==> config.mk <==
export PLATFORM = sky130hd
export DESIGN_NAME = ips_freq_classifier
export DESIGN_NICKNAME = d
export VERILOG_FILES = /design/src/rtl/ips_pkg.sv /design/src/rtl/ips_chan.sv /design/src/rtl/ips_freq_classifier.sv
export SDC_FILE = /design/constraint.sdc
export NUM_CORES = 1
export LEC_CHECK = 0
export BUFFER_PORTS_ARGS = -buffer_cell sky130_fd_sc_hd__buf_2
export CORE_MARGIN = 2
export CORE_UTILIZATION = 30
export CTS_BUF_LIST = sky130_fd_sc_hd__clkbuf_4 sky130_fd_sc_hd__clkbuf_8 sky130_fd_sc_hd__clkbuf_16
export CTS_CLUSTER_DIAMETER = 30
export CTS_CLUSTER_SIZE = 40
export DETAILED_ROUTE_END_ITERATION = 6
export GPL_TIMING_DRIVEN = 0
export REMOVE_ABC_BUFFERS = 1
export SYNTH_ARGS = -nofsm -noshare
export SYNTH_HDL_FRONTEND = slang
export SYNTH_SLANG_ARGS = --single-unit
==> constraint.sdc <==
create_clock -name clock -period 13.7 [get_ports clock]
set_clock_uncertainty 0.1 [all_clocks]
set_input_delay 0.685 -clock clock [delete_from_list [all_inputs] [get_ports clock]]
set_output_delay 0.685 -clock clock [all_outputs]
set_load 0.03 [all_outputs]
==> src/rtl/ips_pkg.sv <==
// Shared encodings for the phototransistor frequency classifier.
package ips_pkg;

    // Class reported per channel.
    typedef enum logic [1:0] {
        CLS_NONE   = 2'b00,
        CLS_FRIEND = 2'b01,
        CLS_FOE    = 2'b10
    } cls_t;

    // Per-channel tracking state.
    typedef enum logic {
        ST_IDLE  = 1'b0,
        ST_TRACK = 1'b1
    } chan_state_t;

endpackage

==> src/rtl/ips_chan.sv <==
// One phototransistor channel: synchronizer, rising-edge detect, saturating
// edge counter, window classifier and consecutive-window confirm filter.
module ips_chan
    import ips_pkg::*;
#(
    parameter int CNT_W     = 16,
    parameter int FRIEND_LO = 11,
    parameter int FRIEND_HI = 39,
    parameter int FOE_LO    = 41,
    parameter int FOE_HI    = 109,
    parameter int CONFIRM   = 2
) (
    input  logic             clock,
    input  logic             reset,
    input  logic             photo,
    input  logic             win_end,
    output logic [CNT_W-1:0] count,
    output cls_t             cls
);

    localparam int CONF_W = (CONFIRM > 1) ? $clog2(CONFIRM + 1) : 1;
    localparam logic [CONF_W-1:0] CONF_TGT = CONF_W'(CONFIRM);
    localparam logic [CNT_W-1:0]  CNT_MAX  = '1;
    localparam logic [31:0] F_LO = 32'(FRIEND_LO);
    localparam logic [31:0] F_HI = 32'(FRIEND_HI);
    localparam logic [31:0] X_LO = 32'(FOE_LO);
    localparam logic [31:0] X_HI = 32'(FOE_HI);

    logic              sync1_q, sync1_d;
    logic              sync2_q, sync2_d;
    logic              hist_q, hist_d;
    logic [CNT_W-1:0]  cnt_q, cnt_d;
    logic [CNT_W-1:0]  count_q, count_d;
    cls_t              cls_q, cls_d;
    cls_t              raw_prev_q, raw_prev_d;
    logic [CONF_W-1:0] conf_q, conf_d;
    chan_state_t       state_q, state_d;

    logic              edge_det;
    cls_t              raw_cls;
    logic [CONF_W-1:0] conf_inc;

    // Saturated counts are treated as out of band even if they land in a range.
    function automatic cls_t classify(input logic [CNT_W-1:0] c);
        logic [31:0] v;
        v = 32'(c);
        if (c == CNT_MAX)
            return CLS_NONE;
        else if (v >= F_LO && v <= F_HI)
            return CLS_FRIEND;
        else if (v >= X_LO && v <= X_HI)
            return CLS_FOE;
        else
            return CLS_NONE;
    endfunction

    assign edge_det = sync2_q & ~hist_q;
    assign raw_cls  = classify(cnt_q);
    assign conf_inc = (conf_q >= CONF_TGT) ? conf_q : conf_q + CONF_W'(1);
    assign count    = count_q;
    assign cls      = cls_q;

    // Next-state: synchronizer shift, edge counting, window-end load and confirm.
    always_comb begin
        sync1_d    = photo;
        sync2_d    = sync1_q;
        hist_d     = sync2_q;
        cnt_d      = cnt_q;
        count_d    = count_q;
        cls_d      = cls_q;
        raw_prev_d = raw_prev_q;
        conf_d     = conf_q;
        state_d    = state_q;
        if (win_end) begin
            // An edge landing on the wrap cycle belongs to the new window.
            cnt_d      = CNT_W'(edge_det);
            count_d    = cnt_q;
            raw_prev_d = raw_cls;
            case (state_q)
                ST_IDLE: begin
                    state_d = ST_TRACK;
                    conf_d  = CONF_W'(1);
                end
                default: begin
                    conf_d = (raw_cls == raw_prev_q) ? conf_inc : CONF_W'(1);
                end
            endcase
            if (conf_d == CONF_TGT)
                cls_d = raw_cls;
        end else if (edge_det && (cnt_q != CNT_MAX)) begin
            cnt_d = cnt_q + CNT_W'(1);
        end
    end

    // Channel state register with asynchronous clear.
    always_ff @(posedge clock or posedge reset) begin
        if (reset) begin
            sync1_q    <= 1'b0;
            sync2_q    <= 1'b0;
            hist_q     <= 1'b0;
            cnt_q      <= '0;
            count_q    <= '0;
            cls_q      <= CLS_NONE;
            raw_prev_q <= CLS_NONE;
            conf_q     <= '0;
            state_q    <= ST_IDLE;
        end else begin
            sync1_q    <= sync1_d;
            sync2_q    <= sync2_d;
            hist_q     <= hist_d;
            cnt_q      <= cnt_d;
            count_q    <= count_d;
            cls_q      <= cls_d;
            raw_prev_q <= raw_prev_d;
            conf_q     <= conf_d;
            state_q    <= state_d;
        end
    end

endmodule

==> src/rtl/ips_freq_classifier.sv <==
// Multi-channel pulse-rate classifier: shared gate-window timer, one
// ips_chan per phototransistor, and a lowest-index FOE target encoder.
module ips_freq_classifier
    import ips_pkg::*;
#(
    parameter int NUM_CH     = 3,
    parameter int CNT_W      = 16,
    parameter int WINDOW_CYC = 10000000,
    parameter int FRIEND_LO  = 11,
    parameter int FRIEND_HI  = 39,
    parameter int FOE_LO     = 41,
    parameter int FOE_HI     = 109,
    parameter int CONFIRM    = 2,
    localparam int TCH_W     = (NUM_CH > 1) ? $clog2(NUM_CH) : 1
) (
    input  logic                    clock,
    input  logic                    reset,
    input  logic [NUM_CH-1:0]       photo,
    output logic [2*NUM_CH-1:0]     cls,
    output logic [CNT_W*NUM_CH-1:0] count,
    output logic                    win_done,
    output logic                    target_valid,
    output logic [TCH_W-1:0]        target_ch
);

    localparam int TMR_W = (WINDOW_CYC > 1) ? $clog2(WINDOW_CYC) : 1;
    localparam logic [TMR_W-1:0] TMR_LAST = TMR_W'(WINDOW_CYC - 1);

    logic [TMR_W-1:0] timer_q, timer_d;
    logic             win_done_q, win_done_d;
    logic             target_valid_q, target_valid_d;
    logic [TCH_W-1:0] target_ch_q, target_ch_d;
    logic             win_end;
    cls_t             cls_ch [NUM_CH];

    assign win_end      = (timer_q == TMR_LAST);
    assign win_done     = win_done_q;
    assign target_valid = target_valid_q;
    assign target_ch    = target_ch_q;

    genvar gi;
    generate
        for (gi = 0; gi < NUM_CH; gi++) begin : g_chan
            ips_chan #(
                .CNT_W    (CNT_W),
                .FRIEND_LO(FRIEND_LO),
                .FRIEND_HI(FRIEND_HI),
                .FOE_LO   (FOE_LO),
                .FOE_HI   (FOE_HI),
                .CONFIRM  (CONFIRM)
            ) u_chan (
                .clock  (clock),
                .reset  (reset),
                .photo  (photo[gi]),
                .win_end(win_end),
                .count  (count[gi*CNT_W +: CNT_W]),
                .cls    (cls_ch[gi])
            );
            assign cls[2*gi +: 2] = cls_ch[gi];
        end
    endgenerate

    // Window timer wraps on the last cycle; the strobe follows the count load.
    always_comb begin
        timer_d    = win_end ? '0 : timer_q + TMR_W'(1);
        win_done_d = win_end;
    end

    // Lowest-index channel whose confirmed class is FOE wins.
    always_comb begin
        target_valid_d = 1'b0;
        target_ch_d    = '0;
        for (int i = NUM_CH - 1; i >= 0; i--) begin
            if (cls_ch[i] == CLS_FOE) begin
                target_valid_d = 1'b1;
                target_ch_d    = TCH_W'(i);
            end
        end
    end

    // Top-level registers with asynchronous clear.
    always_ff @(posedge clock or posedge reset) begin
        if (reset) begin
            timer_q        <= '0;
            win_done_q     <= 1'b0;
            target_valid_q <= 1'b0;
            target_ch_q    <= '0;
        end else begin
            timer_q        <= timer_d;
            win_done_q     <= win_done_d;
            target_valid_q <= target_valid_d;
            target_ch_q    <= target_ch_d;
        end
    end

endmodule

==> impl_metrics.tcl, run 1 <==
set metrics [dict create \
    slowest_delay_ns 0.88 \
    crit_start "timer_q[0]" \
    viasPerCell 4.70 \
    p_leak_nw 4.16 \
    start_kind "register" \
    cts_max_level 4 \
    p_int_uw 837 \
    cts_resized 0 \
    design_area_um2 8530 \
    die-area_um2 25300 \
    switchingPower_uw 303 \
    die_w_um 159 \
    synth_cells 768 \
    numCtsBuffers 17 \
    root_buffer "clkbuf_16" \
    grt_usage_pct 12.7 \
    post_cts_buffers 0 \
    r2r-start "timer_q[0]" \
    place_inst 1121 \
    row_count 56 \
    crit_buf_inv 0 \
    die_y_um 159 \
    instances_no_fill 1153 \
    critPathMaxFanout 14 \
    final_nets 839 \
    ys_types 61 \
    seq_power_share_pct 44.9 \
    switching_share_pct 26.6 \
    p_comb_share_pct 10.6 \
    grt_max_degree 86 \
    cts.clk_slew.worst_paths_ns 0.07 \
    syn_to_final_growth_pct 18.3 \
    numPortBuffers 62 \
    drt_iter0_markers 294 \
    yosys_register_bits 152 \
    tightest_slew_ns 1.05 \
    rsz0062_at_grt "false" \
    ys_warn_count 0 \
    dr_total_vias 5418 \
    drive_above_1_share_pct 13.9 \
    synth_edf_count 0 \
    drcViolationCount 0 \
    worstPathArrival_ns 3.30 \
    ant_nets 0 \
    grt_pass1_vias 5353 \
    syn-cell-area_um2 7210 \
    setup_slack_ns 10.60 \
    grt_pass1_wl_mm 26.5 \
    cts.sinks 152 \
    final.period_utilization_pct 22.6 \
    core_um2 23500 \
    cellPowerDensity_nw_per_um2 134 \
    dpl-instance-area_um2 7890 \
    initial_utilization_pct 30.6 \
    syn_area_per_cell_um2 9.39 \
    grt-ovfl-total 0 \
    ys_seq_area_share_pct 52.8 \
    wl_per_cell_um 13.2 \
    hold_path.class "input pin to async pin" \
    pre_cts_ws_ns 10.60 \
    clk_latency_ns 0.42 \
    place_congestion 0.793 \
    endpoint_kind "register" \
    io_pins 63 \
    antenna_found_initial 0 \
    status "finished clean" \
    routed_wl_mm 15.2 \
    synth_top_area_cell "dfrtp_1" \
    setup_viol 0 \
    max_slew_margin_pct 29.4 \
    yosysMostFrequentCell "nand2_1" \
    fin_tns_setup_ns 0 \
    synth.top_cell.area_share_pct 52.8 \
    worstPathCellList "ha_1 -> and2_1 -> nand4_1 -> nor3_2 -> nand3_1 -> a211oi_1 -> mux2_2" \
    fin_crit_ns 3.10 \
    p_total_mw 1.14 \
    n_antenna_cell 0 \
    ys.flop_type "dfrtp_1" \
    vdd_drop_max_uv 60.4 \
    slew_violations 0 \
    cp_top_family "simple AND/OR/NAND/NOR gates" \
    cts_tree "built" \
    synth.area.top_cells "dfrtp_1 53%, nand2_1 8.7%, nor2_1 4.2%" \
    synth_common_cells "168 x nand2_1, 152 x dfrtp_1, 80 x nor2_1" \
    ys_async_sr_fraction_pct 100 \
    hold_viol 0 \
    drt_pre_antenna_iters 4 \
    hold_buffers 0 \
    slowest_stage "nor3_2" \
    cp.required_ns 13.90 \
    worstSetupPathType "register to register" \
    place_hpwl_mm 10.2 \
    clk_path_buf_depth 2 \
    max_freq_mhz 323 \
    cap_violations 0 \
    pwr-share-clk_pct 44.5 \
]
final cells by class:
type | instances | area, um2
clock inverter | 13 | 188
sequential | 152 | 3800
timing repair buffer | 70 | 428
inverter | 31 | 124
tap | 319 | 399
clock buffer | 19 | 447
multi-input combinational | 549 | 3140
fill | 2422 | 15000
sequential cells by signal, indices dropped and copies added, names as in the netlist, 2 cells and up:
signal	flops
g_chan.u_chan.cnt_q	48
g_chan.u_chan.count	48
timer_q	24
g_chan.u_chan.cls	6
g_chan.u_chan.conf_q	6
g_chan.u_chan.raw_prev_q	6
g_chan.u_chan.hist_d	3
g_chan.u_chan.hist_q	3
g_chan.u_chan.sync1_q	3
target_ch	2
stage by stage:
stage                     util (%)  hold WS [ns]
after floorplan                  -         0.231
after global placement        33.0         0.232
after detailed placement      33.5         0.236
after CTS                     36.2         0.204
after global routing          36.2         0.220
final                         36.2         0.191
worst register-to-register path, stage by stage (launching register included):
cell and delay, ns:
dfrtp_1 0.42, ha_1 0.25, and2_1 0.19, nand4_1 0.13, nor3_2 0.88, nand3_1 0.22
a211oi_1 0.40, mux2_2 0.38
layout by cell type (no fill, tap or decap), drive strengths merged, types with 3 or more instances in the layout:
cell type	Yosys	layout
nand2	168	168
dfrtp	152	152
nor2	80	80
buf	13	70
nand3	43	43
inv	31	37
xnor2	30	30
xor2	28	28
o21ai	28	28
clkbuf	23	19
nand4	16	16
and3	15	15
nor3	15	15
a21oi	13	13
ha	13	13
nor4b	9	9
and4	7	7
nor4	7	7
or3	7	7
and2	6	6
nor2b	5	5
a211oi	5	5
or4	5	5
nor4bb	4	4
bufinv	0	4
a21o	4	4
nand2b	3	3
mux2	3	3
o21a	3	3
a31oi	3	3
mux2i	3	3
clkinv	0	3
layer usage:
metal | vias up | routed length (um) | GRT usage [%]
li1 | 2705 | - | -
met1 | 2622 | 7230 | 17.0
met2 | 79 | 7090 | 19.8
met3 | 12 | 713 | 3.93
met4 | 0 | 187 | 3.76
met5 | - | 0 | 0
path summary, 6_finish.rpt:
| kind | to | slack, ns | cells past startpoint |
|---|---|---|---|
| setup / recovery | g_chan[2].u_chan.cls[1] | 10.60 | 7 |
| hold / removal | target_ch[1] | 0.19 | 2 |
| setup reg to reg | g_chan[2].u_chan.cls[1] | 10.60 | 7 |
| hold reg to reg | g_chan[2].u_chan.hist_d | 0.25 | 0 |
| max in group asynchronous | g_chan[1].u_chan.cnt_q[11] | 12.52 | 3 |
| min in group clock | g_chan[2].u_chan.hist_d | 0.25 | 0 |
kinds of logic after synthesis:
group	Yosys count	synth area share, %
muxes	6	0.885
adders and majority gates	13	2.26
DFF	152	52.8
AOI/OAI and AO/OA	78	7.20
and+or+nand+nor	394	26.0
buffers and inverters	67	3.85
xor gates and xnor gates	58	7.04
power by group through the flow:
stage	combinational [mW]	clock (mW)	sequential, mW
final	0.121	0.507	0.512
after detailed placement	0.121	0	0.520
after global placement	0.117	0	0.521
after CTS	0.122	0.524	0.512
after global routing	0.140	0.542	0.518
after floorplan	0.0982	0	0.509
Note: power is estimated with default switching activity, not from simulation.
==> run 2: changes to the inputs <==
--- a/config.mk
+++ b/config.mk
@@ -5,6 +5,7 @@
 export SDC_FILE = /design/constraint.sdc
 export NUM_CORES = 1
 export LEC_CHECK = 0
+export ABC_AREA = 1
 export BUFFER_PORTS_ARGS = -buffer_cell sky130_fd_sc_hd__buf_2
 export CORE_MARGIN = 2
 export CORE_UTILIZATION = 30
==> constraint.sdc (replaced) <==
create_clock -name clock -period 3.05 [get_ports clock]
set_clock_uncertainty 0.1 [all_clocks]
set_input_delay 0.1525 -clock clock [delete_from_list [all_inputs] [get_ports clock]]
set_output_delay 0.1525 -clock clock [all_outputs]
set_load 0.03 [all_outputs]
==> impl_metrics.tcl, run 2 <==
set metrics [dict create \
    status "finished clean" \
    top_layer "met4" \
    drt_iter0_markers 400 \
    design_area_um2 8900 \
    cap_violations 0 \
    row_count 58 \
    cts.sinks 152 \
    grt_pass1_wl_mm 29.2 \
    drcViolationCount 0 \
    final_nets 1006 \
    viasPerCell 4.64 \
    place_hpwl_mm 11.8 \
    syn_area_per_cell_um2 8.31 \
    cts.clk_slew.worst_paths_ns 0.06 \
    initial_utilization_pct 30.5 \
    slowest_stage "clkinvlp_4" \
    rsz0062_at_grt "false" \
    clk_path_buf_depth 2 \
    worstPathArrival_ns 3.13 \
    cts_tree "built" \
    slew_violations 0 \
    synth.area.top_cells "dfrtp_1 49%, nand2_1 9.3%, inv_1 6.0%" \
    tightest_slew_ns 0.905 \
    synth_common_cells "190 x nand2_1, 152 x dfrtp_1, 122 x inv_1" \
    cts_max_level 4 \
    synth_edf_count 0 \
    hold_path.class "input pin to async pin" \
    fin_crit_ns 2.87 \
    syn_to_final_growth_pct 15.7 \
    post-route-util_pct 35.3 \
    syn-cell-area_um2 7690 \
    numPortBuffers 62 \
    setup_viol 0 \
    grt_max_degree 143 \
    max_slew_margin_pct 39.7 \
    critPathMaxFanout 142 \
    wl_met1_mm 8.26 \
    numCtsBuffers 17 \
    worstSetupPathType "register to register" \
    ys_types 41 \
    ant_nets 0 \
    n_antenna_cell 0 \
    holdWs_ns 0.206 \
    fin_tns_setup_ns 0 \
    yosysMostFrequentCell "nand2_1" \
    synth.top_cell.area_share_pct 49.5 \
    post_cts_buffers 0 \
    ys_warn_count 0 \
    slowest_delay_ns 0.67 \
    grt-ovfl-total 0 \
    clk_latency_ns 0.42 \
    io_pins 63 \
    cellPowerDensity_nw_per_um2 546 \
    dpl-instance-area_um2 8280 \
    die_w_um 164 \
    synth_cells 925 \
    antenna_found_initial 0 \
    final.period_utilization_pct 94.1 \
    endpoint_kind "register" \
    synth_top_area_cell "dfrtp_1" \
    place_congestion 0.859 \
    vdd_drop_max_uv 339 \
    grt_pass1_vias 6053 \
    ys.flop_type "dfrtp_1" \
    drive_above_1_share_pct 14.0 \
    wl_met3_um 798 \
    wl_per_cell_um 12.9 \
    routed_wl_mm 17.2 \
    ys_async_sr_fraction_pct 100 \
    met2_length_mm 7.93 \
    yosys_register_bits 152 \
    grt_usage_pct 13.6 \
    start_kind "register" \
    ys_seq_area_share_pct 49.5 \
    worstPathCellList "ha_1 -> nand2_2 -> nor2_4 -> nand2_8 -> clkinvlp_4 -> a21oi_1 -> o21ai_0 -> inv_1" \
    root_buffer "clkbuf_16" \
    die-area_um2 26900 \
    p_total_mw 4.86 \
    cp.required_ns 3.31 \
    core_um2 25200 \
    hold_viol 0 \
    p_leak_nw 4.19 \
    drt_pre_antenna_iters 5 \
    dr_total_vias 6171 \
    die_y_um 164 \
    final_cell_mix "190 x nand2_1, 152 x dfrtp_1, 120 x inv_1" \
    max_freq_mhz 348 \
    final_common_cell "nand2_1" \
]
==> run 2: path summary, 6_finish.rpt <==
path                                          startpoint                       to  slack, ns  depth (start not counted)
max in group asynchronous                          reset  g_chan[0].u_chan.hist_q       1.87                          4
worst max register to register                timer_q[0]               timer_q[9]       0.18                          8
worst max-delay path                          timer_q[0]               timer_q[9]       0.18                          8
worst min register to register  g_chan[0].u_chan.sync1_q  g_chan[0].u_chan.hist_d       0.25                          0
worst min-delay path                               reset  g_chan[1].u_chan.hist_d       0.21                          3
min in group clock              g_chan[0].u_chan.sync1_q  g_chan[0].u_chan.hist_d       0.25                          0
==> run 2: area by class of cell <==
cell class / instances / area, um2
clock inverters: 11 / 126
fillers: 2614 / 16300
flip-flops and latches: 152 / 3800
multi-input cells: 624 / 3250
repair buffers: 67 / 378
inverters: 126 / 484
clock buffers: 19 / 447
well taps: 330 / 413
==> run 2: per-stage QoR <==
| step | worst slack (ns) | instances |
|---|---|---|
| final | 0.180 | 1329 |
| after global routing | 0.0316 | 1329 |
| after CTS | 0.178 | 1329 |
| after detailed placement | 0.177 | 1295 |
| after global placement | -3.31 | 1294 |
| after floorplan | -1.30 | 902 |
==> run 2: layer usage <==
| layer | vias to the layer above | GRT usage (%) |
|---|---|---|
| met5 | - | 0 |
| met4 | 0 | 4.31 |
| met3 | 20 | 3.48 |
| met2 | 91 | 21.9 |
| met1 | 2907 | 17.8 |
| li1 | 3153 | - |
==> run 2: timing repair <==
action / in CTS / in global routing
gates resized for setup: 0 / 1
hold endpoints to repair: 73 / 0
endpoints found under the setup margin: 0 / 2
hold buffers: 4 / 0
==> run 2: critical path: cells and delay by family (launching register included) <==
family          cells  cell delay (ns)
compound gates      2             0.36
fa+ha+maj           1             0.27
buf+inv             2             0.74
flops               1             0.39
simple gates        3             0.76
==> run 2: power by group <==
group	internal, mW	total (mW)	switching [mW]
registers	2.10	2.21	0.105
logic	0.189	0.580	0.392
clock network	1.23	2.07	0.840
==> run 2: cell families (layout without fill, tap and decap cells) <==
logic type | Yosys count | after routing | synth area share [%]
buffers and inverters | 149 | 223 | 8.41
DFF | 152 | 152 | 49.5
adders and majority gates | 13 | 13 | 2.11
xor gates and xnor gates | 22 | 22 | 2.51
AOI/OAI and AO/OA | 143 | 143 | 10.1
and+or+nand+nor | 446 | 446 | 27.4
